==> src/rtl/mem_port_sequencer.sv <==
// mem_port_sequencer: shares one single-ported memory between fetch and
// load/store, emits a one-cycle commit pulse, and flags a hung memory.
module mem_port_sequencer #(
    parameter int unsigned TIMEOUT = 255
) (
    input  logic        clk,
    input  logic        reset,
    input  logic [31:0] pc,
    input  logic        d_req,
    input  logic        d_we,
    input  logic [31:0] d_addr,
    input  logic [31:0] d_wdata,
    output logic [31:0] instr,
    output logic [31:0] d_rdata,
    output logic        step,
    output logic        bus_err,
    output logic        mem_req,
    output logic        mem_we,
    output logic [31:0] mem_addr,
    output logic [31:0] mem_wdata,
    input  logic        mem_gnt,
    input  logic        mem_rvalid,
    input  logic [31:0] mem_rdata
);

    localparam int CW = (TIMEOUT < 1) ? 1 : $clog2(TIMEOUT + 1);
    localparam logic [CW-1:0] TMAX = CW'(TIMEOUT);

    typedef enum logic [2:0] {
        IDLE, F_REQ, F_WAIT, DECODE, D_REQ, D_WAIT, COMMIT, ERR
    } state_t;

    state_t          state, state_n;
    logic [CW-1:0]   wd_cnt;
    logic            waiting;
    logic            exit_c;

    // State register.
    always_ff @(posedge clk) begin
        if (reset) state <= IDLE;
        else       state <= state_n;
    end

    // Next state, memory port drive and status outputs.
    always_comb begin
        state_n   = state;
        mem_req   = 1'b0;
        mem_we    = 1'b0;
        mem_addr  = pc;
        mem_wdata = d_wdata;
        step      = 1'b0;
        bus_err   = 1'b0;
        waiting   = 1'b0;
        exit_c    = 1'b0;
        unique case (state)
            IDLE: state_n = F_REQ;
            F_REQ: begin
                mem_req = 1'b1;
                waiting = 1'b1;
                exit_c  = mem_gnt;
                if (mem_gnt) state_n = F_WAIT;
            end
            F_WAIT: begin
                waiting = 1'b1;
                exit_c  = mem_rvalid;
                if (mem_rvalid) state_n = DECODE;
            end
            DECODE: state_n = d_req ? D_REQ : COMMIT;
            D_REQ: begin
                mem_req  = 1'b1;
                mem_addr = d_addr;
                mem_we   = d_we;
                waiting  = 1'b1;
                exit_c   = mem_gnt;
                if (mem_gnt) state_n = d_we ? COMMIT : D_WAIT;
            end
            D_WAIT: begin
                waiting = 1'b1;
                exit_c  = mem_rvalid;
                if (mem_rvalid) state_n = COMMIT;
            end
            COMMIT: begin
                step    = 1'b1;
                state_n = F_REQ;
            end
            ERR: bus_err = 1'b1;
            default: state_n = IDLE;
        endcase
        // Watchdog: TIMEOUT wait cycles tolerated, the next stalled one errors.
        if (TIMEOUT != 0 && waiting && !exit_c && wd_cnt == TMAX)
            state_n = ERR;
    end

    // Watchdog counter: cleared on any state change, counts stalled waits.
    always_ff @(posedge clk) begin
        if (reset)
            wd_cnt <= '0;
        else if (state_n != state)
            wd_cnt <= '0;
        else if (waiting && TIMEOUT != 0)
            wd_cnt <= wd_cnt + CW'(1);
    end

    // Instruction and load-data latches.
    always_ff @(posedge clk) begin
        if (reset) begin
            instr   <= 32'h0000_0013;
            d_rdata <= 32'h0;
        end else begin
            if (state == F_WAIT && mem_rvalid) instr   <= mem_rdata;
            if (state == D_WAIT && mem_rvalid) d_rdata <= mem_rdata;
        end
    end

endmodule

==> config.mk <==
export PLATFORM = sky130hd
export DESIGN_NAME = mem_port_sequencer
export DESIGN_NICKNAME = d
export VERILOG_FILES = /design/src/rtl/mem_port_sequencer.sv
export SDC_FILE = /design/constraint.sdc
export NUM_CORES = 1
export LEC_CHECK = 0
export ABC_AREA = 1
export CORE_MARGIN = 10
export CORE_UTILIZATION = 30
export CTS_CLUSTER_DIAMETER = 200
export CTS_CLUSTER_SIZE = 16
export DETAILED_ROUTE_END_ITERATION = 16
export PLACE_DENSITY = 0.75
export SETUP_SLACK_MARGIN = 0.3
export SLEW_MARGIN = 15
export SYNTH_ARGS = -nofsm -noshare
export SYNTH_HDL_FRONTEND = slang
export SYNTH_SLANG_ARGS = --single-unit
==> constraint.sdc <==
create_clock -name clk -period 2.1 [get_ports clk]
set_input_delay 0.525 -clock clk [delete_from_list [all_inputs] [get_ports clk]]
set_output_delay 0.525 -clock clk [all_outputs]
set_load 0.02 [all_outputs]
==> results.md <==
- Part of the cycle the worst path needs: roughly nine tenths
- Global-route congestion overflow total: 0
- Via Count: between 3000 and 4000
- Post-synthesis net count: 660
- Clock Skews: 0.00418 ns
- Pint: slightly above 3 mW
- Smallest setup slack after layout: 0.169 ns
- Final count of pins violating max slew: 0
- Startpoint Class: flop
- Via density per instance: about 4.6
- Leakage: 2.92 nW
- Count of yosys warnings during synthesis: 0
- Routed wire length: about 14000 µm
- Synthesized area divided by synthesized cell count: approximately 7 µm²
- Via count of the first global-routing pass: between 3000 and 4000
- Portion of the post-synthesis area used by sequential elements: between 40% and 50%
- Register share of total power: 35.3%
- Final #Nets: 843
- Gate Count Post-Synth: roughly 530
- Routed Antenna Nets: 0
- Start-to-end type of the worst setup path: flop to output port
- Hold Buf Count CTS: 0
- Hold Path End: d_rdata[0]
- Reg clk slew, reported paths: approximately 0.060 ns
- Proportion of power drawn by the clock network: approximately 36%
- Fin crit period: ~1.9 ns
- Average wire length per cell after detail routing: roughly 16 µm
- Depth of the worst register-to-register path: 10
- Post-Place Worst Slack: -0.200 ns
- Wire length of the first global-routing pass: approximately 21000 µm
- Kind of end point of the critical path: output port
- Setup Viol. Count Final: 0
- Netlist area before placement: between 3000 and 4000 µm²
- Power Dens Cells: a little over 700 nW/µm²
- Combinational fraction of design power: 29.2%
- Clock root buffer: sky130_fd_sc_hd__clkbuf_16
- Largest driver fanout on the critical path: 12
- Level count of the clock H-tree: 3
- Iteration count of the initial detailed-routing pass: 5
- Iter 0 DRT Violations: 158
- Maximum number of pins on one net before global-route repair: 33
- Power spent charging and discharging nets: ~1.3 mW
- Worst Setup SP: state[1]
- Core Box Area: between 10000 and 15000 µm²
- Number of I/O pins: around 270
- Area added between synthesis and finish: 69.6%
- Total global routing track utilization: 15.7%
- Die span in x: about 130 µm
- Endpoint of the worst register-to-register path: wd_cnt[5]
- Transition at the pin with the smallest max-transition slack: between 0.3 and 0.4 ns
- Maximum ir drop on the vdd rail: 0.492 mV
- Upper clock frequency limit: 518 MHz
- Antenna violations before repair: 0
- Cell with the largest stage delay on the worst path: sky130_fd_sc_hd__dfxtp_2
- Initial Utilization: just over 30%
- Worst stage delay on the critical path: ~0.33 ns
- Rel. slew slack: 75.5%
- Max-capacitance violation count: 0
- Arrival time at the worst endpoint: between 1 and 1.5 ns
- Run status: complete, no violations
- Number of hold violations in the final report: 0
- Critical path data required time: ~1.6 ns
- Launch instance of the worst register-to-register path: state[1]
- Switching fraction of total power: ~30%
- Fraction of layout cells with a size suffix above 1: between 15 and 20%
- Half-perimeter wire length of the detailed placement result: about 10000 µm
- Clk Latency, worst-skew pair: between 0.3 and 0.4 ns
- Total Die Area: between 15000 and 20000 µm²
- Filler-free cell count of the finished design: 860
- Number of cells on the worst hold path: 2
- FF-to-FF setup slack: ~0.4 ns
- # port buffers: around 200
- Launch point of the worst hold path: d_rdata[0]
- Number of storage elements in the synthesis netlist: 75
- Global placement routability congestion: about 0.84
- CTS buffer count: 9
- Placement Rows: 40
- Number of instances in the placed design: about 840
- TritonCTS clock tree: done
- Hold Crit Class: flop to flop
- Post-synth cell types: 28
- Die H: between 100 and 150 µm
- RSZ-0062 raised after global routing: yes
- Hold Slack: around 0.46 ns
- Buffers from clock root to sink, at most: 2
- Worst path cell trace: nor2_4 -> nand2_4 -> buf_6 -> buf_12 -> nand2_1 -> nand2_1 -> buf_6
- Number of filler cells placed in the layout: ~1200
- Final routed DRC violation total: 0
- Sinks on Clock Net: 75
- Number of antenna diodes: 0
-- power groups by stage --
stage | clock [mW] | sequential, mW | combinational [mW]
global route | 1.64 | 1.55 | 1.39
finish | 1.55 | 1.54 | 1.27
CTS | 1.58 | 1.53 | 1.20
floorplan | 0 | 1.63 | 0.599
detailed placement | 0 | 1.57 | 1.18
global placement | 0 | 1.56 | 1.18
-- Yosys cell counts, drive strengths merged --
cell type	instances	area, µm²
nor2	77	333
inv	19	71.3
nand3	42	210
clkbuf	22	82.6
nor3	4	20.0
ha	1	12.5
xor2	5	43.8
buf	40	274
mux2i	1	10.0
nand4	2	18.8
o31ai	1	7.51
nand2	166	669
o21ai	31	159
a31oi	1	6.26
a21oi	37	196
xnor2	1	8.76
dfxtp	75	1500
-- layout by cell type, fill, tap and decap left out, drive strengths merged --
cell	count
nand2	166
clkdlybuf4s50	98
nor2	77
dfxtp	75
buf	69
dlygate4sd2	59
nand3	42
a21oi	37
o21ai	31
inv	20
clkbuf	10
dlymetal6s2s	8
xor2	5
nor3	4
clkinv	2
clkinvlp	2
nand4	2
o31ai	1
xnor2	1
a31oi	1
mux2i	1
ha	1
bufinv	1
-- how the worst max path moves through the flow --
stage	to	cells after the start	slack (ns)
after global placement	mem_we	4	-0.22
after floorplan	mem_addr[10]	7	0.30
after detailed placement	mem_we	4	-0.20
final	mem_addr[1]	7	0.17
after global routing	mem_addr[4]	7	0.1
after CTS	mem_addr[6]	7	0.12
-- sequential cells by signal (all words and copies together), names as in the netlist --
name,flops
d_rdata,32
instr,32
state,3
wd_cnt,8
-- cell families after synthesis --
family,after synthesis,share of synthesized area (%)
AOI/OAI and AO/OA,70,10.2
xor gates and xnor gates,6,1.45
adders and majority gates,1,0.345
buffers and inverters,81,11.8
DFF,75,41.4
muxes,1,0.276
and+or+nand+nor,291,34.5
-- metrics by stage --
| stage | power (mW) | cell area, µm² | TNS [ns] | utilization, % |
|---|---|---|---|---|
| finish | 4.36 | 6150 | 0 | 51.6 |
| global route | 4.58 | 6150 | 0 | 51.6 |
| CTS | 4.31 | 6010 | 0 | 50.5 |
| detailed placement | 2.75 | 5680 | -4.54 | 47.7 |
| global placement | 2.74 | 5680 | -4.42 | 47.7 |
| floorplan | 2.23 | 3620 | 0 | - |
-- per-layer routing --
layer	track usage [%]	vias up	share of wire, %	routed length [µm]
met5	0	-	0	0
met4	5.62	0	2.4	340
met3	8.07	35	12	1720
met2	27.2	160	48	6650
met1	15.8	1793	37	5230
li1	-	2006	-	-
-- critical path, delay by kind of cell (launching register included) --
| kind | cells | cell delay, ns |
|---|---|---|
| and+or+nand+nor | 4 | 0.33 |
| DFF | 1 | 0.33 |
| buffers and inverters | 3 | 0.41 |
-- repair_timing --
item / in CTS / in global routing
pin swaps: 4 / 8
cloned: 3 / 0
resized for setup: 274 / 39
setup endpoints to repair: 95 / 81
setup buffers: 3 / 2
-- layout make-up --
class | instances | area, µm² | share of cell area (%)
well taps | 147 | 184 | 2.99
inverters | 19 | 78.8 | 1.28
clock buffers | 10 | 239 | 3.89
multi-input cells | 369 | 1770 | 28.8
clock inverters | 6 | 63.8 | 1.04
repair buffers | 234 | 2310 | 37.5
flip-flops and latches | 75 | 1510 | 24.5
No activity file was read; power rests on OpenSTA's default activity.
